$ cat config.mk
export PLATFORM = sky130hd
export DESIGN_NAME = lcd_hex_writer
export DESIGN_NICKNAME = d
export VERILOG_FILES = /design/src/rtl/lcd_hex_writer_pkg.sv /design/src/rtl/lcd_hex_writer_nib2ascii.sv /design/src/rtl/lcd_hex_writer.sv
export SDC_FILE = /design/constraint.sdc
export NUM_CORES = 1
export LEC_CHECK = 0
export ABC_AREA = 1
export BUFFER_PORTS_ARGS = -buffer_cell sky130_fd_sc_hd__buf_4
export CAP_MARGIN = 15
export CELL_PAD_IN_SITES_DETAIL_PLACEMENT = 1
export CELL_PAD_IN_SITES_GLOBAL_PLACEMENT = 1
export CORE_MARGIN = 2
export CORE_UTILIZATION = 43
export CTS_BUF_LIST = sky130_fd_sc_hd__clkbuf_4 sky130_fd_sc_hd__clkbuf_8
export DETAILED_ROUTE_END_ITERATION = 8
export GPL_ROUTABILITY_DRIVEN = 0
export PLACE_DENSITY = 0.85
export REMOVE_ABC_BUFFERS = 1
export SETUP_SLACK_MARGIN = 0.15
export SYNTH_ARGS = -nofsm -noshare
export SYNTH_HDL_FRONTEND = slang
export SYNTH_SLANG_ARGS = --single-unit
$ cat constraint.sdc
create_clock -name clk -period 4.5 [get_ports clk]
set_input_delay 0.9 -clock clk [delete_from_list [all_inputs] [get_ports clk]]
set_output_delay 0.9 -clock clk [all_outputs]
set_load 0.1 [all_outputs]
$ cat src/rtl/lcd_hex_writer_pkg.sv
// Shared types and constants for the LCD hex writer.
// LCD_HEX_PREFIX_EN adds a "0x" prefix ahead of the four digits.
package lcd_pkg;

  typedef enum logic [1:0] {
    IDLE = 2'd0,
    XFER = 2'd1,
    FIN  = 2'd2
  } state_t;

  localparam logic [6:0] LINE1_BASE  = 7'h00;
  localparam logic [6:0] LINE2_BASE  = 7'h40;
  localparam logic [7:0] ASCII_SPACE = 8'h20;
  localparam logic [7:0] ASCII_ZERO  = 8'h30;
  localparam logic [7:0] ASCII_X     = 8'h78;

`ifdef LCD_HEX_PREFIX_EN
  localparam int CHAR_CNT = 6;
`else
  localparam int CHAR_CNT = 4;
`endif

  localparam logic [2:0] LAST_CHAR = 3'(CHAR_CNT - 1);

endpackage

$ cat src/rtl/lcd_hex_writer_nib2ascii.sv
// Combinational nibble to uppercase hex ASCII converter.
// 0-9 map to 0x30-0x39, A-F map to 0x41-0x46.
module nib2ascii (
  input  logic [3:0] nib,
  output logic [7:0] asc
);

  always_comb begin
    if (nib < 4'd10)
      asc = 8'h30 + {4'h0, nib};
    else
      asc = 8'h37 + {4'h0, nib};
  end

endmodule

$ cat src/rtl/lcd_hex_writer.sv
// Writes a 16-bit value as hex characters to a 2x16 LCD driver.
// LCD_HEX_PREFIX_EN prepends "0x" (six characters instead of four).
module lcd_hex_writer
  import lcd_pkg::*;
(
  input  logic        clk,
  input  logic        rst_n,
  input  logic [15:0] val,
  input  logic        line,
  input  logic [3:0]  col,
  input  logic        wr,
  output logic        busy,
  output logic        cmplt,
  output logic [6:0]  lcd_index,
  output logic [7:0]  lcd_char,
  output logic        lcd_go,
  input  logic        lcd_done
);

  state_t      state;
  state_t      state_nx;
  logic [2:0]  cnt;
  logic [2:0]  cnt_nx;
  logic [15:0] val_q;
  logic        line_q;
  logic [3:0]  col_q;
  logic [2:0]  dig;
  logic [3:0]  nib;
  logic [7:0]  asc;
  logic [7:0]  ch;
  logic [3:0]  colk;
  logic [6:0]  base;

  always_ff @(posedge clk or negedge rst_n) begin
    if (!rst_n) begin
      state  <= IDLE;
      cnt    <= 3'd0;
      val_q  <= 16'h0000;
      line_q <= 1'b0;
      col_q  <= 4'h0;
    end else begin
      state <= state_nx;
      cnt   <= cnt_nx;
      if (state == IDLE && wr) begin
        val_q  <= val;
        line_q <= line;
        col_q  <= col;
      end
    end
  end

  always_comb begin
    state_nx = state;
    cnt_nx   = cnt;
    unique case (state)
      IDLE: begin
        if (wr) begin
          state_nx = XFER;
          cnt_nx   = 3'd0;
        end
      end
      XFER: begin
        if (lcd_done) begin
          if (cnt == LAST_CHAR)
            state_nx = FIN;
          else
            cnt_nx = cnt + 3'd1;
        end
      end
      FIN:     state_nx = IDLE;
      default: state_nx = IDLE;
    endcase
  end

  // Digit position within val, skipping the prefix slots
`ifdef LCD_HEX_PREFIX_EN
  assign dig = cnt - 3'd2;
`else
  assign dig = cnt;
`endif

  always_comb begin
    unique case (dig)
      3'd0:    nib = val_q[15:12];
      3'd1:    nib = val_q[11:8];
      3'd2:    nib = val_q[7:4];
      default: nib = val_q[3:0];
    endcase
  end

  nib2ascii u_nib2ascii (
    .nib (nib),
    .asc (asc)
  );

`ifdef LCD_HEX_PREFIX_EN
  always_comb begin
    unique case (cnt)
      3'd0:    ch = ASCII_ZERO;
      3'd1:    ch = ASCII_X;
      default: ch = asc;
    endcase
  end
`else
  assign ch = asc;
`endif

  // Column wraps inside the selected line
  assign colk = col_q + {1'b0, cnt};
  assign base = line_q ? LINE2_BASE : LINE1_BASE;

  always_comb begin
    busy      = 1'b0;
    cmplt     = 1'b0;
    lcd_go    = 1'b0;
    lcd_index = LINE1_BASE;
    lcd_char  = ASCII_SPACE;
    unique case (1'b1)
      (state == XFER): begin
        busy      = 1'b1;
        lcd_go    = 1'b1;
        lcd_index = base | {3'b000, colk};
        lcd_char  = ch;
      end
      (state == FIN): cmplt = 1'b1;
      default: ;
    endcase
  end

endmodule

==> run summary <==
## Yosys
* **register bit total from synthesis** 26
* **async set or reset register ratio after synthesis** 1.00
* **share of synthesized area occupied by flip-flops and latches** 0.402
* **largest cells by area after synthesis** sky130_fd_sc_hd__dfrtp_1 (40%), sky130_fd_sc_hd__mux2_2 (11%), sky130_fd_sc_hd__ha_1 (7.0%)
* **cell type with the highest aggregate area in the netlist** sky130_fd_sc_hd__dfrtp_1
* **average footprint of a synthesized cell** 9.03 um2
* **Netlist Area Pre-Place** 1620 um2
* **number of enable-type register cells in the synthesized netlist** 0
* **dominant register cell in the synthesized netlist** sky130_fd_sc_hd__dfrtp_1
* **synthesized instance count** 179
* **warning count from the yosys run** 0
* **number of library cell types mapped by synthesis** 26
* **Yosys top cell area share** 0.402
* **cell types with the highest counts after synthesis** sky130_fd_sc_hd__dfrtp_1 (26), sky130_fd_sc_hd__nor2_1 (26), sky130_fd_sc_hd__inv_1 (23), sky130_fd_sc_hd__nand2_1 (22), sky130_fd_sc_hd__mux2_2 (16)

## Global route
* **overall global routing resource usage** 0.184
* **most used routing layer** met2
* **maximum number of pins on one net before global-route repair** 27
* **global route overflow** 0
* **met2 Track Usage GR** 0.301
* **number of global-route vias before repair** 1319
* **met1 layer usage reported by global route** 0.254
* **first-pass GRT wire length** 6110 um
* **Global Route met3 Usage** 0.0188
* **number of antenna violations at the first check in global routing** 0

## Clocking
* **Post-CTS Resized** 0
* **postcts setup bufs** 0
* **Reg clk slew, reported paths** 0.09 ns
* **TritonCTS clock tree** done
* **buffers from clock root to sink, at most** 2
* **Clock Sinks** 26
* **number of H-tree levels** 1
* **total CTS buffers** 3
* **cts-stage hold buffer count** 0
* **root buffer cell** sky130_fd_sc_hd__clkbuf_8
* **clock latency at the later pin of the worst-skew pair** 0.27 ns

## Place
* **cell count after placement** 262
* **dpl cell area** 1930 um2
* **Buffers on Ports** 39
* **placed wire-length estimate after detailed placement** 2910 um

## Floorplanning
* **height of the die** 65.3 um
* **num ports** 43
* **core area** 3630 um2
* **effective utilization at floorplan** 0.445
* **Total Die Area** 4270 um2
* **floorplan row count** 22
* **width of the die** 65.3 um

## Detailed routing
* **detailed-route via count** 1310
* **average vias per placed instance** 4.92
* **total routed wirelength** 3700 um
* **1st-pass router iterations** 4
* **DRC violations left** 0
* **routed wire length per instance** 13.9 um
* **detailed router's first-iteration violation count** 26
* **remaining antenna violation count** 0

## Timing
* **setup repair after global routing missed its margin** no
* **worst clock skew** 0.00145 ns
* **slew at the pin with the worst max-slew slack** 0.574 ns
* **final hold vios** 0
* **Setup Viol. Count Final** 0
* **minimum clock period after layout** 3.55 ns
* **worst hold margin** 0.521 ns
* **Slew Viols, Final** 0
* **peak clock frequency supported by timing** 0.282 GHz
* **period utilization** 0.788
* **max-slew headroom at the worst pin** 0.616

## Flow run
* **Max-Cap Viols** 0

## Setup path
* **beginning of the worst register-to-register path** cnt[0]
* **Required @ worst endpoint** 3.60 ns
* **worst reg2reg setup slack** 2.89 ns
* **Worst EP arrival** 2.65 ns
* **Slowest Stage Delay on Critical Path** 0.46 ns
* **sort of element at the start of the critical path** flop
* **type of the worst setup path** flop to output pin
* **slowest stage cell on the critical path** sky130_fd_sc_hd__dfrtp_1
* **cell mode on critical path** sky130_fd_sc_hd__nor2_1
* **worst r2r dst** cnt[0]
* **number of cells on the worst reg-to-reg path** 7
* **endpoint type of the worst setup path** output pin
* **Crit path buffers/inverters** 5
* **crit path max fanout** 5
* **Crit path max-delay family** simple AND/OR/NAND/NOR gates
* **sequence of cells on the critical path** inv_1 -> ha_1 -> inv_1 -> nor2_1 -> nand2_1 -> nand3_1 -> nor2_1 -> nor2_1 -> inv_1 -> ha_1 -> nand3_1 -> nand2_1 -> inv_1 -> nor2_1 -> nor2_1 -> buf_4

## Layout
* **share of post-route cells with drive strength above 1** 0.367
* **final non-filler cell area** 1990 um2
* **final cell utilization of the core** 0.548
* **final cell count without fillers** 266
* **number of antenna repair diodes** 0
* **count of filler cells inserted in the layout** 455
* **total area of multi-input combinational cells** 827 um2
* **area grow syn2layout** 23.1%
* **number of nets in the layout** 254
* **sequential cell area in the final layout** 651 um2

## Hold path
* **Tightest Hold Check Type** input pin to async pin

## Run status
* **outcome** completed

[area by class of cell]
type	count	share of cell area
inverters	26	0.0522
multi-input cells	123	0.416
repair buffers	39	0.147
clock buffers	4	0.0277
well taps	48	0.0302
flip-flops and latches	26	0.327
[cells by family after synthesis]
logic type | count (synthesis) | share of synthesized area
AOI/OAI and AO/OA | 16 | 0.0526
xor gates and xnor gates | 1 | 0.00542
adders and majority gates | 10 | 0.0820
buffers and inverters | 32 | 0.0906
DFF | 26 | 0.402
muxes | 16 | 0.111
other | 1 | 0.00232
and+or+nand+nor | 77 | 0.253
[state kept, by name, indices dropped and copies added, names as in the netlist]
name	flops
line_q	1
col_q	4
cnt	3
state	2
val_q	16
[cell usage in the layout (no fill, tap or decap), types with 6 or more instances in the layout]
master,instances
sky130_fd_sc_hd__ha_1,9
sky130_fd_sc_hd__a21oi_1,8
sky130_fd_sc_hd__buf_4,39
sky130_fd_sc_hd__nand2_4,6
sky130_fd_sc_hd__dfrtp_1,26
sky130_fd_sc_hd__mux2_2,16
sky130_fd_sc_hd__inv_1,23
sky130_fd_sc_hd__nand3_1,11
sky130_fd_sc_hd__nor2_1,26
sky130_fd_sc_hd__nand2_1,22
[worst max path at each step]
stage	startpoint	endpoint	slack, ns	cells after the start
floorplan	state[1]	lcd_char[1]	-0.28	5
global placement	cnt[1]	lcd_char[2]	1.44	16
detailed placement	cnt[1]	lcd_char[2]	1.30	16
CTS	cnt[1]	lcd_char[2]	0.93	16
global route	cnt[1]	lcd_char[2]	0.64	16
finish	cnt[1]	lcd_char[2]	0.95	16
[metrics by stage]
step,TNS (ns),setup WS [ns]
floorplan,-0.283,-0.283
global placement,0,1.44
detailed placement,0,1.30
CTS,0,0.934
global route,0,0.638
finish,0,0.952
[layer usage]
| metal | share of wire | wire, um |
|---|---|---|
| met3 | 0.030 | 112 |
| met4 | 0.014 | 51 |
| met2 | 0.50 | 1850 |
| met1 | 0.46 | 1690 |
| met5 | 0 | 0 |
Power is left out: the tool's default activity adds up to more than one toggle a clock period on the data nets, which glitch-free logic cannot reach.
